## config.mk

```make
export PLATFORM = sky130hd
export DESIGN_NAME = sram_pattern_master_flat
export DESIGN_NICKNAME = d
export VERILOG_FILES = /design/src/rtl/sram_avm_if.sv /design/src/rtl/sram_pattern_master.sv /design/src/flat_wrapper.sv
export SDC_FILE = /design/constraint.sdc
export NUM_CORES = 1
export LEC_CHECK = 0
export ABC_AREA = 0
export BUFFER_PORTS_ARGS = -buffer_cell sky130_fd_sc_hd__buf_2
export CAP_MARGIN = 20
export CORE_ASPECT_RATIO = 2
export CORE_MARGIN = 2
export CORE_UTILIZATION = 50
export DETAILED_ROUTE_END_ITERATION = 8
export PLACE_DENSITY_LB_ADDON = 0.2
export SYNTH_ARGS = -nofsm -noshare
export SYNTH_HDL_FRONTEND = slang
export SYNTH_SLANG_ARGS = --single-unit
```

## constraint.sdc

```tcl
create_clock -name clk -period 5.3 [get_ports clk]
set_input_delay 0.795 -clock clk [delete_from_list [all_inputs] [get_ports clk]]
set_output_delay 0.795 -clock clk [all_outputs]
set_load 0.02 [all_outputs]
```

## src/rtl/sram_avm_if.sv

```systemverilog
// Avalon-MM initiator bundle for the HPS-exposed on-chip SRAM window.
interface sram_avm_if #(
  parameter int unsigned ADDR_W = 16,
  parameter int unsigned DATA_W = 32
);
  logic [ADDR_W+1:0] avm_address;
  logic              avm_read;
  logic              avm_write;
  logic [DATA_W-1:0] avm_writedata;
  logic [3:0]        avm_byteenable;
  logic [DATA_W-1:0] avm_readdata;
  logic              avm_readdatavalid;
  logic              avm_waitrequest;

  modport master (
    output avm_address, avm_read, avm_write, avm_writedata, avm_byteenable,
    input  avm_readdata, avm_readdatavalid, avm_waitrequest
  );

  modport slave (
    input  avm_address, avm_read, avm_write, avm_writedata, avm_byteenable,
    output avm_readdata, avm_readdatavalid, avm_waitrequest
  );
endinterface

```

## src/rtl/sram_pattern_master.sv

```systemverilog
// Fills an SRAM word range with seed+i or reads it back with pipelined reads and counts mismatches.
// Define SRAM_CHECKSUM_EN to add a running checksum output over written / returned words.
module sram_pattern_master #(
  parameter int unsigned ADDR_W      = 16,
  parameter int unsigned DATA_W      = 32,
  parameter int unsigned MAX_PENDING = 4
) (
  input  logic              clk,
  input  logic              reset,
  input  logic              start,
  input  logic              mode,
  input  logic [ADDR_W-1:0] base_addr,
  input  logic [ADDR_W:0]   length,
  input  logic [DATA_W-1:0] seed,
  output logic              busy,
  output logic              done,
  output logic [15:0]       error_count,
  output logic [ADDR_W-1:0] first_err_addr,
`ifdef SRAM_CHECKSUM_EN
  output logic [DATA_W-1:0] checksum,
`endif
  sram_avm_if.master        avm
);

  localparam int unsigned CNT_W = ADDR_W + 1;

  typedef enum logic [2:0] {IDLE, FILL, RD_ISSUE, RD_DRAIN, DONE} state_t;

  state_t            state;
  logic [ADDR_W-1:0] base_q;
  logic [ADDR_W-1:0] word_addr;
  logic [CNT_W-1:0]  len_q;
  logic [CNT_W-1:0]  issued;
  logic [CNT_W-1:0]  received;
  logic [DATA_W-1:0] seed_q;
  logic [DATA_W-1:0] wdata_q;
  logic              read_q;
  logic              write_q;

  logic              wr_acc;
  logic              rd_acc;
  logic              rd_in;
  logic              mismatch;
  logic              rd_more;
  logic [CNT_W-1:0]  issued_n;
  logic [CNT_W-1:0]  received_n;
  logic [CNT_W-1:0]  pending_n;
  logic [ADDR_W-1:0] next_addr;
  logic [DATA_W-1:0] next_data;
  logic [DATA_W-1:0] exp_word;

  assign avm.avm_address    = {word_addr, 2'b00};
  assign avm.avm_read       = read_q;
  assign avm.avm_write      = write_q;
  assign avm.avm_writedata  = wdata_q;
  assign avm.avm_byteenable = 4'hF;

  // Post-edge counter values; pending counts a same-cycle issue and return as net zero.
  always_comb begin
    wr_acc     = write_q && !avm.avm_waitrequest;
    rd_acc     = read_q && !avm.avm_waitrequest;
    rd_in      = avm.avm_readdatavalid && (state == RD_ISSUE || state == RD_DRAIN);
    issued_n   = issued + CNT_W'(wr_acc || rd_acc);
    received_n = received + CNT_W'(rd_in);
    pending_n  = issued_n - received_n;
    rd_more    = (issued_n < len_q) && (pending_n < CNT_W'(MAX_PENDING));
    next_addr  = base_q + ADDR_W'(issued_n);
    next_data  = seed_q + DATA_W'(issued_n);
    exp_word   = seed_q + DATA_W'(received);
    mismatch   = rd_in && (avm.avm_readdata != exp_word);
  end

  always_ff @(posedge clk) begin
    if (reset) begin
      state          <= IDLE;
      busy           <= 1'b0;
      done           <= 1'b0;
      error_count    <= '0;
      first_err_addr <= '0;
      base_q         <= '0;
      word_addr      <= '0;
      len_q          <= '0;
      issued         <= '0;
      received       <= '0;
      seed_q         <= '0;
      wdata_q        <= '0;
      read_q         <= 1'b0;
      write_q        <= 1'b0;
`ifdef SRAM_CHECKSUM_EN
      checksum       <= '0;
`endif
    end else begin
      done <= 1'b0;
      case (state)
        IDLE: begin
          if (start) begin
            base_q         <= base_addr;
            len_q          <= length;
            seed_q         <= seed;
            word_addr      <= base_addr;
            wdata_q        <= seed;
            error_count    <= '0;
            first_err_addr <= '0;
            issued         <= '0;
            received       <= '0;
            busy           <= 1'b1;
`ifdef SRAM_CHECKSUM_EN
            checksum       <= '0;
`endif
            if (length == '0) begin
              state <= DONE;
            end else if (!mode) begin
              state   <= FILL;
              write_q <= 1'b1;
            end else begin
              state  <= RD_ISSUE;
              read_q <= 1'b1;
            end
          end
        end
        FILL: begin
          if (wr_acc) begin
            issued <= issued_n;
`ifdef SRAM_CHECKSUM_EN
            checksum <= checksum + wdata_q;
`endif
            if (issued_n == len_q) begin
              write_q <= 1'b0;
              state   <= DONE;
            end else begin
              word_addr <= next_addr;
              wdata_q   <= next_data;
            end
          end
        end
        RD_ISSUE: begin
          issued <= issued_n;
          // Address only moves once the current request is taken or none is pending.
          if (!read_q || rd_acc) begin
            read_q    <= rd_more;
            word_addr <= next_addr;
          end
          if (issued_n == len_q) state <= RD_DRAIN;
        end
        RD_DRAIN: begin
          if (received_n == len_q) state <= DONE;
        end
        DONE: begin
          done  <= 1'b1;
          busy  <= 1'b0;
          state <= IDLE;
        end
        default: state <= IDLE;
      endcase

      if (rd_in) begin
        received <= received_n;
`ifdef SRAM_CHECKSUM_EN
        checksum <= checksum + avm.avm_readdata;
`endif
        if (mismatch) begin
          if (error_count != 16'hFFFF) error_count <= error_count + 16'd1;
          if (error_count == 16'd0) first_err_addr <= base_q + ADDR_W'(received);
        end
      end
    end
  end

endmodule

```

## src/flat_wrapper.sv

```systemverilog
// flat-port wrapper written by rule: the top's interface ports become plain ports
module sram_pattern_master_flat 
#(
  parameter int unsigned ADDR_W      = 16,
  parameter int unsigned DATA_W      = 32,
  parameter int unsigned MAX_PENDING = 4
)
  (clk, reset, start, mode, base_addr, length, seed, busy, done, error_count, first_err_addr, avm_avm_address, avm_avm_read, avm_avm_write, avm_avm_writedata, avm_avm_byteenable, avm_avm_readdata, avm_avm_readdatavalid, avm_avm_waitrequest);
  sram_avm_if #(.ADDR_W(ADDR_W), .DATA_W(DATA_W)) avm_i ();
  input  logic clk;
  input  logic reset;
  input  logic start;
  input  logic mode;
  input  logic [ADDR_W-1:0] base_addr;
  input  logic [ADDR_W:0] length;
  input  logic [DATA_W-1:0] seed;
  output logic busy;
  output logic done;
  output logic [15:0] error_count;
  output logic [ADDR_W-1:0] first_err_addr;
  output wire logic [$bits(avm_i.avm_address)-1:0] avm_avm_address;
  output wire logic [$bits(avm_i.avm_read)-1:0] avm_avm_read;
  output wire logic [$bits(avm_i.avm_write)-1:0] avm_avm_write;
  output wire logic [$bits(avm_i.avm_writedata)-1:0] avm_avm_writedata;
  output wire logic [$bits(avm_i.avm_byteenable)-1:0] avm_avm_byteenable;
  input wire logic [$bits(avm_i.avm_readdata)-1:0] avm_avm_readdata;
  input wire logic [$bits(avm_i.avm_readdatavalid)-1:0] avm_avm_readdatavalid;
  input wire logic [$bits(avm_i.avm_waitrequest)-1:0] avm_avm_waitrequest;
  assign avm_avm_address = avm_i.avm_address;
  assign avm_avm_read = avm_i.avm_read;
  assign avm_avm_write = avm_i.avm_write;
  assign avm_avm_writedata = avm_i.avm_writedata;
  assign avm_avm_byteenable = avm_i.avm_byteenable;
  assign avm_i.avm_readdata = avm_avm_readdata;
  assign avm_i.avm_readdatavalid = avm_avm_readdatavalid;
  assign avm_i.avm_waitrequest = avm_avm_waitrequest;
  sram_pattern_master #(.ADDR_W(ADDR_W), .DATA_W(DATA_W), .MAX_PENDING(MAX_PENDING)) u_core (.clk(clk), .reset(reset), .start(start), .mode(mode), .base_addr(base_addr), .length(length), .seed(seed), .busy(busy), .done(done), .error_count(error_count), .first_err_addr(first_err_addr), .avm(avm_i));
endmodule
```

==> results of run 1 <==
[critical path, cell delays in order (launching register included)]
cell and delay (ns):
dfxtp_1 0.71, inv_1 0.32, fa_1 0.50, xor2_1 0.19, xnor2_1 0.13, a211oi_1 0.47, o2111ai_1 0.32, a2111oi_0 0.42
o2111ai_1 0.25, nor4_1 0.69, buf_4 0.24, and4_1 0.34, nor2_1 0.13, o311ai_0 0.35
[cell families after synthesis]
kind of cell	count (synthesis)	share of synthesized area
mux	16	0.0122
buf+inv	148	0.0435
compound gates	497	0.231
flops	186	0.269
fa+ha+maj	107	0.0988
other cells	2	0.000542
xor+xnor	152	0.0972
simple gates	721	0.247
[layout make-up]
type / count / area [um^2]
well taps: 352 / 440
multi-input cells: 1499 / 9580
clock buffers: 17 / 425
clock inverters: 15 / 179
repair buffers: 242 / 1350
inverters: 51 / 191
fillers: 2666 / 11500
flip-flops and latches: 186 / 3720
[flip-flops by register name, summed over array words and instances (netlist names)]
name,count
u_core.avm.avm_writedata,32
u_core.seed_q,32
u_core.issued,17
u_core.len_q,17
u_core.received,17
u_core.base_q,16
u_core.error_count,16
u_core.first_err_addr,16
u_core.word_addr,16
u_core.state,3
u_core.avm.avm_read,1
u_core.avm.avm_write,1
u_core.busy,1
u_core.done,1
[metrics by stage]
step,utilization,hold WS (ns),setup WS (ns),TNS [ns],power [mW]
detailed placement,0.557,0.452,-0.0451,-0.0451,5.73
finish,0.579,0.458,0.107,0,7.07
floorplan,-,0.436,0.714,0,4.58
CTS,0.579,0.461,0.282,0,7.06
global route,0.579,0.489,0.0297,0,7.50
global placement,0.557,0.446,0.0303,0,5.66
[repair_timing]
item,4_1_cts,5_1_grt
hold endpoints to repair,0,0
setup endpoints to repair,0,1
resized for setup,0,1
[cells in the final DEF (no fill, tap or decap), types with 9 or more instances in the layout]
| master | n |
|---|---|
| a211oi_1 | 23 |
| a21o_1 | 36 |
| a21oi_1 | 182 |
| a22oi_1 | 26 |
| a311oi_1 | 19 |
| a31oi_1 | 20 |
| and2_1 | 10 |
| and3_1 | 18 |
| buf_2 | 185 |
| buf_4 | 57 |
| clkbuf_16 | 17 |
| dfxtp_1 | 186 |
| ha_1 | 103 |
| inv_1 | 51 |
| mux2i_1 | 9 |
| nand2_1 | 279 |
| nand2b_1 | 10 |
| nand3_1 | 63 |
| nand3b_1 | 25 |
| nand4_1 | 28 |
| nor2_1 | 155 |
| nor2b_1 | 11 |
| nor3_1 | 44 |
| nor4_1 | 20 |
| o211ai_1 | 16 |
| o21ai_0 | 73 |
| o21bai_1 | 9 |
| o22ai_1 | 14 |
| or3_1 | 13 |
| xnor2_1 | 98 |
| xor2_1 | 52 |
[report_power, final]
| part | switching [mW] | leakage [nW] | internal, mW |
|---|---|---|---|
| registers | 0.384 | 1.52 | 1.77 |
| clock network | 0.655 | 0.290 | 0.675 |
| logic | 2.32 | 5.14 | 1.27 |
[per-layer routing]
layer / track usage / vias to the layer above / share of wire
met5: 0 / - / 0
met4: 0.272 / 0 / 0.087
met3: 0.0419 / 190 / 0.044
met2: 0.646 / 538 / 0.53
met1: 0.325 / 6835 / 0.34
li1: - / 6895 / -
[path summary, 6_finish.rpt]
| path | start | endpoint | slack, ns | cells after the start |
|---|---|---|---|---|
| max | u_core.received[1] | u_core.error_count[12] | 0.11 | 13 |
| min | u_core.len_q[1] | u_core.len_q[1] | 0.46 | 2 |
| max reg2reg | u_core.received[1] | u_core.error_count[12] | 0.11 | 13 |
| min reg2reg | u_core.len_q[1] | u_core.len_q[1] | 0.46 | 2 |
==> flow_metrics.tcl, run 1 <==
set metrics [dict create \
    io_buffers 186 \
    leakagePower_nw 6.96 \
    netlist_area_um2 13800 \
    cts_setup_buffers 0 \
    rows 86 \
    ys_ff_latch 186 \
    yosys_warnings 0 \
    die_h_um 239 \
    routed_wirelength_um 50600 \
    htreeDepth 4 \
    cp.arrival_ns 5.53 \
    dp_hpwl_um 40200 \
    worstPathMaxFanout 9 \
    dp_cells 2330 \
    cap_violations 0 \
    nets 2207 \
    dpl_cell_area_um2 15300 \
    hold_buffers 0 \
    grt.overflow.total 0 \
    grt_use_total 0.343 \
    end_kind "flop" \
    drive_above_1_share 0.159 \
    grt_pass1_wl_um 76000 \
    status "finished clean" \
    syn2layout_area_growth_pct 14.8 \
    antenna_found_initial 0 \
    die_w_um 122 \
    drc 0 \
    finalHoldViolCount 0 \
    irDropWorstVdd_mv 0.534 \
    antenna_left 0 \
    syn_avg_cell_area_um2 7.57 \
    start_util 0.505 \
    grt_pass1_vias 14006 \
    async_reset_ff_frac 0 \
    vias_per_cell 6.12 \
    die_area_um2 29100 \
    fp.coreArea_um2 27400 \
    synth_area_leaders "dfxtp_1 27%, ha_1 9.3%, nand2_1 7.6%, a21oi_1 6.6%, xnor2_1 6.2%" \
    slew_violations 0 \
    seq_area_frac_synth 0.269 \
    yosys.area.top_type_share 0.269 \
    tightest_slew_ns 1.12 \
    timing.slew.headroom 0.249 \
    synth_edf_count 0 \
    fin_cells 2362 \
    final_area_um2 15900 \
    skew_ns 0.0138 \
    cts.reportedPaths.clkPinSlew_ns 0.08 \
    cts_tree "done" \
    finalSetupViolCount 0 \
    fin_crit_sh 0.980 \
    clock-root-buffer "clkbuf_16" \
    ys_types 86 \
    synthMostInstantiatedCell "nand2_1" \
    cts_buffer_depth 2 \
    num_vias 14458 \
    place.gp.congestion 0.966 \
    rsz0062_at_grt "no" \
    max_freq_mhz 193 \
    critPathKind "reg -> reg" \
    n_antenna_cell 0 \
    hp-class "reg -> reg" \
    synth_area_leader_cell "dfxtp_1" \
    io_pins 193 \
    cellPowerDensity_nw_per_um2 445 \
    numCtsBuffers 17 \
    syn_inst 1829 \
    clk_latency_ns 0.46 \
    synth-main-ff-cell "dfxtp_1" \
    period_needed_ns 5.19 \
    firstDrtPassIters 5 \
    grt_max_degree 96 \
    required_ns 5.64 \
    crit_path_start_kind "flop" \
    routedWlPerCell_um 21.4 \
    synth_commonest_cells "280 x nand2_1, 186 x dfxtp_1, 182 x a21oi_1" \
    dr.first_iter.drc_count 909 \
    cts_num_sinks 186 \
]
(Power assumes the default switching activity.)
==> inputs of run 2 (changes only) <==
--- a/config.mk
+++ b/config.mk
@@ -12,7 +12,8 @@
 export CORE_MARGIN = 2
 export CORE_UTILIZATION = 50
 export DETAILED_ROUTE_END_ITERATION = 8
-export PLACE_DENSITY_LB_ADDON = 0.2
+export GPL_ROUTABILITY_DRIVEN = 1
+export PLACE_DENSITY = 0.71
 export SYNTH_ARGS = -nofsm -noshare
 export SYNTH_HDL_FRONTEND = slang
 export SYNTH_SLANG_ARGS = --single-unit
==> run 2 against run 1 <==
- register-to-register slack better by 0.64 ns
- sequential power hardly changed
- final area hardly changed
- worst setup slack better by 0.64 ns
- clock power is 4% higher
==> flow_metrics.tcl, run 2 (synthesized netlist as in run 1, its figures left out) <==
set metrics [dict create \
    grt_pass1_wl_um 75100 \
    skew_ns 0.0143 \
    max_stage_delay_ns 0.43 \
    cp.arrival_ns 4.94 \
    leakagePower_nw 6.96 \
    die_h_um 239 \
    hold_buffers 0 \
    end_kind "flop" \
    place.gp.congestion 0.994 \
    grt_pass1_vias 14097 \
    cts_resized 0 \
    syn2layout_area_growth_pct 14.8 \
    whs_endpoint "u_core.len_q[1]" \
    worstPathBufferInverterCount 2 \
    tightest_slew_ns 0.952 \
    reg2reg_from "u_core.avm.avm_read" \
    slowest_stage "a2111oi_0" \
    layout_common_cells "279 x nand2_1, 186 x dfxtp_1, 185 x buf_2" \
    worstPathMaxFanout 5 \
    dp_hpwl_um 40100 \
    crit_family "simple AND/OR/NAND/NOR gates" \
    timing.slew.headroom 0.364 \
    grt_use_total 0.339 \
    drc 0 \
    max_freq_mhz 220 \
    fin_crit_sh 0.859 \
    dr.first_iter.drc_count 822 \
    crit_path_frequent_cell "nor2_1" \
    firstDrtPassIters 5 \
    final_common_cell "nand2_1" \
    cellPowerDensity_nw_per_um2 452 \
    rsz0062_at_grt "no" \
    setup_tns_ns 0 \
    hp-class "reg -> reg" \
    grt.overflow.total 0 \
    cts_tree "done" \
    start_util 0.505 \
    drive_above_1_share 0.157 \
    required_ns 5.69 \
    finalHoldViolCount 0 \
    slew_violations 0 \
    crit_path_start_kind "flop" \
    io_buffers 186 \
    cap_violations 0 \
    routedWlPerCell_um 21.3 \
    cts_setup_buffers 0 \
    r2r.worst_path.cells 20 \
    period_needed_ns 4.55 \
    fp.coreArea_um2 27400 \
    status "finished clean" \
    cts.reportedPaths.clkPinSlew_ns 0.07 \
    rows 86 \
    holdPathStages 2 \
    die_area_um2 29100 \
    nets 2205 \
    htreeDepth 4 \
    clock-root-buffer "clkbuf_16" \
    critPathKind "reg -> reg" \
    cts_buffer_depth 2 \
    timing.final.ws_setup_ns 0.746 \
    irDropWorstVdd_mv 0.559 \
    cts_num_sinks 186 \
    place_ws_ns 0.324 \
    finalSetupViolCount 0 \
    antenna_left 0 \
    r2r-end "u_core.avm.avm_read" \
    antenna_found_initial 2 \
    routed_wirelength_um 50300 \
    die_w_um 122 \
    clk_latency_ns 0.47 \
    vias_per_cell 6.17 \
    hold_start "u_core.len_q[1]" \
    grt_max_degree 73 \
    num_vias 14553 \
    io_pins 193 \
    r2r_slack_ns 0.75 \
    numCtsBuffers 17 \
    crit_chain "nor2_1 > nor2_1 > ha_1 > nand2_1 > nor4_1 > buf_4 > nand3_1 > nor2_1 > xor2_1 > ha_1 > inv_1 > nor3_1 > nor4_1 > o21ai_0 > a2111oi_0 > nand3_1 > a211oi_1 > nor4b_1 > nand4_1 > a211oi_2" \
]
run 2: changes by cell type in the layout (fill, tap and decap cells not counted), moves of 2 or more:
cell / previous run / this run
inv_8: 4 / 0
buf_4: 57 / 54
bufinv_16: 1 / 3
clkbuf_8: 0 / 2
clkinv_4: 2 / 0
clkinv_8: 3 / 1
diode_2: 0 / 2
inv_6: 2 / 4
run 2: stage by stage:
step / area, um^2 / std cells / hold WS, ns / util / power, mW
final: 15900 / 2360 / 0.458 / 0.580 / 7.18
after global routing: 15900 / 2360 / 0.487 / 0.580 / 7.62
after CTS: 15900 / 2357 / 0.457 / 0.579 / 7.16
after detailed placement: 15300 / 2327 / 0.447 / 0.557 / 5.78
after global placement: 15300 / 2327 / 0.447 / 0.557 / 5.73
after floorplan: 13900 / 1833 / 0.436 / - / 4.58
run 2: final cells by class:
type	instances	area [um^2]
Timing Repair Buffer	240	1350
Antenna cell	2	5.00
Sequential cell	186	3720
Clock inverter	11	159
Fill cell	2679	11500
Inverter	51	191
Multi-Input combinational cell	1499	9580
Tap cell	352	440
Clock buffer	19	453
run 2: per-layer routing:
metal  wire length, um  vias up  global-route usage  part of all wire
met1             16600     6879               0.306              0.33
met3              2220      236              0.0533             0.044
met4              5440        0               0.319              0.11
met2             26000      526               0.625              0.52
met5                 0        -                   0                 0
li1                  -     6912                   -                 -
run 2: power by group:
group          switching, mW  total, mW  internal [mW]
clock                  0.610       1.38          0.770
combinational           2.33       3.63           1.30
sequential             0.406       2.17           1.77
total                   3.35       7.18           3.83
run 2: worst max path at each step:
stage                                from  slack (ns)  cells past startpoint                    end
floorplan           avm_avm_readdatavalid        0.71                     19    u_core.avm.avm_read
global placement      avm_avm_waitrequest        0.35                     18     u_core.received[7]
detailed placement    avm_avm_waitrequest        0.32                     19  u_core.error_count[8]
CTS                   u_core.avm.avm_read        0.77                     19  u_core.error_count[8]
global route          u_core.avm.avm_read        0.42                     20    u_core.avm.avm_read
finish                u_core.avm.avm_read        0.75                     20    u_core.avm.avm_read
run 2: worst reg2reg max path, cell delays in order, from the launching register on:
cell       delay (ns)
dfxtp_1          0.42
nor2_1           0.07
nor2_1           0.21
ha_1             0.24
nand2_1          0.10
nor4_1           0.35
buf_4            0.19
nand3_1          0.16
nor2_1           0.18
xor2_1           0.24
ha_1             0.32
inv_1            0.16
nor3_1           0.08
nor4_1           0.23
o21ai_0          0.16
a2111oi_0        0.43
nand3_1          0.13
a211oi_1         0.20
nor4b_1          0.28
nand4_1          0.15
a211oi_2         0.21
==> inputs of run 3 (changes only) <==
--- a/config.mk
+++ b/config.mk
@@ -6,7 +6,7 @@
 export NUM_CORES = 1
 export LEC_CHECK = 0
 export ABC_AREA = 0
-export BUFFER_PORTS_ARGS = -buffer_cell sky130_fd_sc_hd__buf_2
+export BUFFER_PORTS_ARGS = -buffer_cell sky130_fd_sc_hd__buf_4
 export CAP_MARGIN = 20
 export CORE_ASPECT_RATIO = 2
 export CORE_MARGIN = 2
==> run 3 against run 2 <==
- utilization grew 1.6 points
- sequential power is essentially flat
- power grew 2.0%
- critical path type unchanged
- worst hold slack gained 0.0028 ns
- non-clock buffer count shrank 3
- final area grew 2.7%
- routed wire length grew 1.4%
- combinational power grew 5%
- first-iteration DRC count grew 0.36%
==> flow_metrics.tcl, run 3 (synthesized netlist as in run 1, its figures left out) <==
set metrics [dict create \
    max_stage_delay_ns 0.54 \
    clk_latency_ns 0.46 \
    rows 86 \
    place_ws_ns -0.162 \
    grt_use_total 0.346 \
    timing.slew.headroom 0.270 \
    cts_buffer_depth 2 \
    tightest_slew_ns 1.09 \
    critPathKind "reg -> reg" \
    grt.overflow.total 0 \
    cts_tree "done" \
    end_kind "flop" \
    crit_family "simple AND/OR/NAND/NOR gates" \
    fin_crit_sh 0.922 \
    skew_ns 0.0120 \
    drive_above_1_share 0.157 \
    clock-root-buffer "clkbuf_16" \
    crit_path_start_kind "flop" \
    slowest_stage "xnor2_1" \
    finalHoldViolCount 0 \
    slew_violations 0 \
    io_buffers 186 \
    start_util 0.505 \
    fill_cells 2597 \
    dr.first_iter.drc_count 825 \
    die_h_um 239 \
    irDropWorstVdd_mv 0.467 \
    nets 2202 \
    final_common_cell "nand2_1" \
    syn2layout_area_growth_pct 18.0 \
    period_needed_ns 4.88 \
    antenna_left 0 \
    seqCellArea_um2 3720 \
    firstDrtPassIters 5 \
    worstPathBufferInverterCount 2 \
    cts_resized 0 \
    leakagePower_nw 7.03 \
    crit_path_frequent_cell "ha_1" \
    io_pins 193 \
    num_vias 14459 \
    max_freq_mhz 205 \
    die_w_um 122 \
    hp-class "reg -> reg" \
    htreeDepth 4 \
    hold_buffers 0 \
    n_antenna_cell 0 \
    layout_common_cells "279 x nand2_1, 235 x buf_4, 186 x dfxtp_1" \
    status "finished clean" \
    numCtsBuffers 17 \
    fp.coreArea_um2 27400 \
    vias_per_cell 6.13 \
    dp_hpwl_um 40300 \
    place.gp.congestion 1.02 \
    rsz0062_at_grt "no" \
    grt_max_degree 93 \
    antenna_found_initial 0 \
    crit_chain "nor2_1 > nor2_1 > ha_1 > ha_1 > nand2_1 > nor4_1 > buf_4 > nand3_1 > xnor2_1 > ha_1 > nand4_1 > nor4_2 > a2111o_1 > nor2_4 > buf_4 > a22oi_1 > o22ai_1" \
    required_ns 5.66 \
    setup_tns_ns 0 \
    timing.final.ws_setup_ns 0.415 \
    multi_input_area_um2 9580 \
    routed_wirelength_um 51000 \
    cap_violations 0 \
    grt_pass1_vias 14076 \
    finalSetupViolCount 0 \
    cts_setup_buffers 0 \
    cp.arrival_ns 5.24 \
    p_total_mw 7.33 \
    cts_num_sinks 186 \
    cts.reportedPaths.clkPinSlew_ns 0.08 \
    die_area_um2 29100 \
    worstPathMaxFanout 35 \
    grt_pass1_wl_um 76600 \
    cellPowerDensity_nw_per_um2 449 \
    drc 0 \
    routedWlPerCell_um 21.6 \
]
-- run 3: path summary, 6_finish.rpt --
kind	from	to	slack (ns)	cells past startpoint
worst max-delay path	u_core.avm.avm_read	u_core.avm.avm_writedata[19]	0.42	17
worst min-delay path	u_core.len_q[15]	u_core.len_q[15]	0.46	2
worst max register to register	u_core.avm.avm_read	u_core.avm.avm_writedata[19]	0.42	17
worst min register to register	u_core.len_q[15]	u_core.len_q[15]	0.46	2
-- run 3: worst reg2reg max path: cells and delay by family, from the launching register on --
family                     cells  cell delay, ns
and+or+nand+nor                8            1.52
AOI/OAI and AO/OA              3            0.82
adders and majority gates      3            0.81
buffers and inverters          2            0.68
xor gates and xnor gates       1            0.54
DFF                            1            0.41
-- run 3: metal layers --
layer,up-vias,track usage,wire (um)
met2,553,0.645,26800
met4,0,0.296,5050
met3,220,0.0462,2160
met1,6780,0.324,17000
li1,6906,-,-
met5,-,0,0
-- run 3: cell type report --
class,instances,area share
Clock buffer,19,0.0277
Clock inverter,13,0.00889
Inverter,51,0.0117
Multi-Input combinational cell,1499,0.587
Sequential cell,186,0.228
Tap cell,352,0.0270
Timing Repair Buffer,237,0.110
-- run 3: where the power goes --
group          internal [mW]  switching (mW)
Sequential              1.77           0.420
Combinational           1.42            2.38
Clock                  0.693           0.641
Total                   3.88            3.44
-- run 3: through the flow --
stage	area (um^2)	util	instances	hold slack [ns]
2_1_floorplan	13900	-	1833	0.436
3_3_place_gp	15700	0.573	2324	0.442
5_1_grt	16300	0.595	2357	0.484
4_1_cts	16300	0.595	2356	0.462
6_report	16300	0.595	2357	0.461
3_5_place_dp	15700	0.573	2324	0.453
